--- config.mk ---
export PLATFORM = sky130hd
export DESIGN_NAME = mem_arbiter
export DESIGN_NICKNAME = d
export VERILOG_FILES = /design/src/rtl/mem_arbiter_pkg.sv /design/src/rtl/arb_grant.sv /design/src/rtl/mem_arbiter.sv
export SDC_FILE = /design/constraint.sdc
export NUM_CORES = 1
export LEC_CHECK = 0
export CAP_MARGIN = 20
export CORE_UTILIZATION = 30
export DETAILED_ROUTE_END_ITERATION = 10
export SYNTH_ARGS = -nofsm -noshare
export SYNTH_HDL_FRONTEND = slang
export SYNTH_HIERARCHICAL = 1
export SYNTH_SLANG_ARGS = --single-unit
--- constraint.sdc ---
create_clock -name clk -period 4.55 [get_ports clk]
set_clock_uncertainty 0.15 [all_clocks]
set_input_delay 0.91 -clock clk [delete_from_list [all_inputs] [get_ports clk]]
set_output_delay 0.91 -clock clk [all_outputs]
set_load 0.01 [all_outputs]
--- src/rtl/mem_arbiter_pkg.sv ---
// Shared types and policy constants for the instruction/data memory arbiter.
package mem_arbiter_pkg;

    typedef enum logic [1:0] {
        IDLE,
        BUSY,
        RESP
    } state_t;

    typedef enum logic {
        PORT_I,
        PORT_D
    } port_t;

    localparam int PRI_DATA = 0;
    localparam int PRI_RR   = 1;

    function automatic port_t other_port(input port_t p);
        return (p == PORT_I) ? PORT_D : PORT_I;
    endfunction

endpackage

--- src/rtl/arb_grant.sv ---
// Combinational grant selection between the fetch port and the data port.
import mem_arbiter_pkg::*;

module arb_grant #(
    parameter int PRIORITY = PRI_DATA
) (
    input  logic  i_req,
    input  logic  d_any,
    input  port_t last_grant,
    input  logic  excl_en,
    input  port_t excl_port,
    output logic  grant_valid,
    output port_t grant_port
);

    logic i_ok;
    logic d_ok;

    always_comb begin
        // The port just served still holds its request during RESP; mask it.
        i_ok        = i_req && !(excl_en && (excl_port == PORT_I));
        d_ok        = d_any && !(excl_en && (excl_port == PORT_D));
        grant_valid = i_ok || d_ok;
        grant_port  = PORT_I;
        if (i_ok && d_ok) begin
            grant_port = (PRIORITY == PRI_RR) ? other_port(last_grant) : PORT_D;
        end else if (d_ok) begin
            grant_port = PORT_D;
        end
    end

endmodule

--- src/rtl/mem_arbiter.sv ---
// Serialises fetch and data requests onto a single fixed-latency RAM port
// and returns one-cycle ready pulses with captured read data.
import mem_arbiter_pkg::*;

module mem_arbiter #(
    parameter int ADDR_W   = 32,
    parameter int DATA_W   = 32,
    parameter int LATENCY  = 1,
    parameter int PRIORITY = 0,
    localparam int BE_W    = DATA_W / 8
) (
    input  logic              clk,
    input  logic              reset,
    input  logic              i_req,
    input  logic [ADDR_W-1:0] i_addr,
    output logic [DATA_W-1:0] i_rdata,
    output logic              i_ready,
    input  logic              d_ren,
    input  logic              d_wen,
    input  logic [ADDR_W-1:0] d_addr,
    input  logic [DATA_W-1:0] d_wdata,
    input  logic [BE_W-1:0]   d_be,
    output logic [DATA_W-1:0] d_rdata,
    output logic              d_ready,
    output logic [ADDR_W-1:0] ram_addr,
    output logic [DATA_W-1:0] ram_wdata,
    output logic [BE_W-1:0]   ram_be,
    output logic              ram_ren,
    output logic              ram_wen,
    input  logic [DATA_W-1:0] ram_rdata
);

    localparam int CNT_W = $clog2(LATENCY + 1);
    localparam int AL_W  = $clog2(BE_W);
    localparam logic [ADDR_W-1:0] ADDR_MASK = {ADDR_W{1'b1}} << AL_W;

    state_t            state_q, state_d;
    port_t             grant_q, grant_d;
    logic [CNT_W-1:0]  cnt_q, cnt_d;
    logic [ADDR_W-1:0] ram_addr_q, ram_addr_d;
    logic [DATA_W-1:0] ram_wdata_q, ram_wdata_d;
    logic [BE_W-1:0]   ram_be_q, ram_be_d;
    logic              ram_ren_q, ram_ren_d;
    logic              ram_wen_q, ram_wen_d;
    logic [DATA_W-1:0] i_rdata_q, i_rdata_d;
    logic [DATA_W-1:0] d_rdata_q, d_rdata_d;

    logic  d_any;
    logic  grant_valid;
    port_t grant_port;
    logic  start;

    assign d_any = d_ren || d_wen;

    arb_grant #(
        .PRIORITY (PRIORITY)
    ) u_arb_grant (
        .i_req       (i_req),
        .d_any       (d_any),
        .last_grant  (grant_q),
        .excl_en     (state_q == RESP),
        .excl_port   (grant_q),
        .grant_valid (grant_valid),
        .grant_port  (grant_port)
    );

    always_comb begin
        state_d     = state_q;
        grant_d     = grant_q;
        cnt_d       = cnt_q;
        ram_addr_d  = ram_addr_q;
        ram_wdata_d = ram_wdata_q;
        ram_be_d    = ram_be_q;
        ram_ren_d   = ram_ren_q;
        ram_wen_d   = ram_wen_q;
        i_rdata_d   = i_rdata_q;
        d_rdata_d   = d_rdata_q;
        start       = 1'b0;

        case (state_q)
            IDLE: start = grant_valid;
            BUSY: begin
                if (cnt_q == '0) begin
                    ram_ren_d = 1'b0;
                    ram_wen_d = 1'b0;
                    state_d   = RESP;
                    if (ram_ren_q) begin
                        if (grant_q == PORT_I) i_rdata_d = ram_rdata;
                        else                   d_rdata_d = ram_rdata;
                    end
                end else begin
                    cnt_d = cnt_q - CNT_W'(1);
                end
            end
            RESP: begin
                start   = grant_valid;
                state_d = IDLE;
            end
            default: state_d = IDLE;
        endcase

        // A new grant from IDLE or RESP loads the RAM-side registers directly.
        if (start) begin
            state_d = BUSY;
            grant_d = grant_port;
            cnt_d   = CNT_W'(LATENCY - 1);
            if (grant_port == PORT_D) begin
                ram_addr_d  = d_addr & ADDR_MASK;
                ram_wdata_d = d_wdata;
                ram_wen_d   = d_wen;
                ram_ren_d   = !d_wen;
                ram_be_d    = d_wen ? d_be : {BE_W{1'b1}};
            end else begin
                ram_addr_d = i_addr & ADDR_MASK;
                ram_wen_d  = 1'b0;
                ram_ren_d  = 1'b1;
                ram_be_d   = {BE_W{1'b1}};
            end
        end
    end

    always_ff @(posedge clk) begin
        if (reset) begin
            state_q     <= IDLE;
            grant_q     <= PORT_I;
            cnt_q       <= '0;
            ram_addr_q  <= '0;
            ram_wdata_q <= '0;
            ram_be_q    <= '0;
            ram_ren_q   <= 1'b0;
            ram_wen_q   <= 1'b0;
            i_rdata_q   <= '0;
            d_rdata_q   <= '0;
        end else begin
            state_q     <= state_d;
            grant_q     <= grant_d;
            cnt_q       <= cnt_d;
            ram_addr_q  <= ram_addr_d;
            ram_wdata_q <= ram_wdata_d;
            ram_be_q    <= ram_be_d;
            ram_ren_q   <= ram_ren_d;
            ram_wen_q   <= ram_wen_d;
            i_rdata_q   <= i_rdata_d;
            d_rdata_q   <= d_rdata_d;
        end
    end

    assign i_ready   = (state_q == RESP) && (grant_q == PORT_I);
    assign d_ready   = (state_q == RESP) && (grant_q == PORT_D);
    assign i_rdata   = i_rdata_q;
    assign d_rdata   = d_rdata_q;
    assign ram_addr  = ram_addr_q;
    assign ram_wdata = ram_wdata_q;
    assign ram_be    = ram_be_q;
    assign ram_ren   = ram_ren_q;
    assign ram_wen   = ram_wen_q;

endmodule

==> impl_results.md <==
- Vias in the first global route: 4630
- Initial antenna violation count: 0
- Status: finished, final reports clean
- # setup viols final: 0
- Crit path cell chain: nor2b_1, nor2b_1, clkdlybuf4s50_1
- Critical Path RT: 3.49 ns
- Postcts setup bufs: 0
- Placement Cell Area: 8030 um2
- FMAX: 0.334 GHz
- CP Max Fanout: 11
- Slowest CP cell: clkdlybuf4s50_1
- Sequential cell area fraction in the yosys report: 50.9%
- DP Cell Count: 1053
- Vias post-DR: 4875
- CTS Buffer Depth: 2
- Max-Cap Viols: 0
- FF+latch count, synth: 135
- WL final: 15.8 mm
- Port-buffer cells: 266
- Ports: 273
- Synth warn: 6
- R2R Setup Slk: 2.24 ns
- Worst path bufs/invs: 1
- Worst-Margin Slew: 0.879 ns
- Cells on worst reg2reg path: 6
- Unrepaired setup endpoints after global routing: no
- Area grow syn2layout: 62.6%
- Die ar.: 18200 um2
- Fin. max-slew vios: 0
- Reg2reg end: ram_wdata[31]
- Remaining DRCs: 0
- All-layer global routing usage: 17.5%
- Crit path largest cell delay: 0.57 ns
- # rows: 48
- Critical path destination: i_ready
- Hold Buf Count CTS: 0
- Total Nets Final: 984
- CTS Root Cell: clkbuf_16
- Final setup TNS: 0 ns
- Leading cell type in the layout, fill and taps excluded: clkdlybuf4s50_1
- Slack of the critical path: 1.55 ns
- Worst path depth: 3
- Initial Util: 30.7%
- H-Tree Depth: 4
- Arrival @ worst endpoint: 1.94 ns
- Num CTS Buffers: 17
- Slew HR: 41.4%
- DR pass1 iterations: 4
- Most frequent cells in the layout: clkdlybuf4s50_1 (265), nand2_1 (192), dfxtp_1 (135), a21oi_1 (71), nor2_1 (42)
- Gpl congestion: 0.748
- CP Launch Point: state_q[0]
- Peak VDD IR: 248 uV
- Fin cells: 1085
- Synth cell types: 29
- ANT nets after route: 0
- Global route total overflow: 0
- CP endpoint kind: primary output
- Pwr Density: 377 nW/um2
- Synth Instances: 603
- Global-route wire length before repair: 24.5 mm
- Final Hold Viols: 0
- Antenna cell count: 0
- Post-layout min period: 3.00 ns
- Hold crit path type: reg2reg
- Worst r2r src: state_q[0]
- Setup CP Type: reg2out
- Post-detail-place hpwl: 10.6 mm
- Placement Setup Slack: 1.26 ns
- Die span in y: 135 um
- Crit-path most repeated cell: nor2b_1
- DIE WIDTH: 135 um
- Largest net degree at the start of global routing: 74
- Resized Gates After CTS: 0
- CTS tree: yes
- Clock transition at path regs: 0.06 ns
- Mean Syn Cell Area: 8.81 um2
- Layout cell share with drive strength beyond 1: 10.3%
- Leakage Power: 0.00319 uW
- Crit path max-delay family: buffers and inverters
- Final instance area: 8640 um2
- Crit path launch type: flop
- Clock tree sinks: 135
- Synth Cell Area: 5310 um2
- Tcrit/Tclk final: 65.9%
- Clock Latency Late Sink: 0.41 ns
- Avg WL per Cell: 14.5 um
- DR iter-0 viols: 149
- Total core area: 17300 um2
- Vias per inst: 4.49
==> cell usage after synthesis <==
cell	count	share of area (%)
nand2_1	192	14
dfxtp_1	135	51
a21oi_1	71	6.7
nor2_1	42	3.0
mux2i_1	31	5.8
a21oi_2	29	4.8
buf_2	17	1.6
a211oi_2	16	3.8
a211oi_1	15	2.1
buf_6	13	2.8
buf_4	9	1.3
clkbuf_1	8	0.57
nor3_1	4	0.38
buf_1	3	0.21
nand2b_1	2	0.24
nand4b_1	2	0.33
nor2b_1	2	0.24
a21boi_0	1	0.14
and2_1	1	0.12
and3b_1	1	0.16
and4b_1	1	0.19
and4bb_1	1	0.24
clkbuf_4	1	0.14
conb_1	1	0.071
nand3_1	1	0.094
nand3b_1	1	0.14
nand4bb_1	1	0.21
nor2b_2	1	0.16
or2_2	1	0.12
==> flip-flops by register name, summed over array words and instances (netlist names) <==
register,cells
grant_q,1
ram_addr,30
i_rdata,32
ram_ren,1
ram_wdata,32
ram_wen,1
state_q,2
d_rdata,32
ram_be,4
==> stage by stage <==
step	util, %	power [uW]	hold WS, ns
final	49.9	3260	0.301
after global routing	49.9	3410	0.319
after CTS	49.9	3300	0.305
after detailed placement	46.4	1870	0.297
after global placement	46.4	1870	0.291
after floorplan	-	1580	0.331
==> how the worst min path moves through the flow <==
stage | cells after the start | endpoint | from
final | 2 | ram_wdata[7] | ram_wdata[7]
after global routing | 2 | d_rdata[20] | d_rdata[20]
after CTS | 2 | d_rdata[20] | d_rdata[20]
after detailed placement | 2 | d_rdata[20] | d_rdata[20]
after global placement | 2 | ram_wdata[1] | ram_wdata[1]
after floorplan | 2 | d_rdata[0] | d_rdata[0]
==> cell families after synthesis <==
kind of cell | Yosys count | synth area share, %
AO/OA/AOI/OAI | 132 | 17.5
buffers and inverters | 51 | 6.55
flip-flops | 135 | 50.9
multiplexers | 31 | 5.84
other | 1 | 0.0706
AND/OR/NAND/NOR | 253 | 19.2
==> power by group <==
part	total (uW)	internal, uW	leakage, uW	switching, uW
combinational	546	303	0.00179	244
clock	1410	889	0.000292	522
sequential	1300	1260	0.00111	41.3
==> per-layer routing <==
metal  up-vias  track usage (%)  part of all wire, %
met1      2189             20.5                   43
li1       2486                -                    -
met2       188             28.1                   45
met4         0             5.93                  1.2
met5         -                0                    0
met3        12             7.92                   10
==> final cells by class <==
type,instances,area (um2)
Clock buffer,20,457
Clock inverter,12,150
Fill cell,1702,8660
Multi-Input combinational cell,418,2280
Sequential cell,135,2700
Tap cell,225,282
Timing Repair Buffer,275,2770
==> tightest hold or removal path, delay by kind of cell (launching register included) <==
family	cells	cell delay (ns)
AO/OA/AOI/OAI	1	0.05
flip-flops	1	0.30
AND/OR/NAND/NOR	1	0.05
Power figures use the tool's default switching activity.
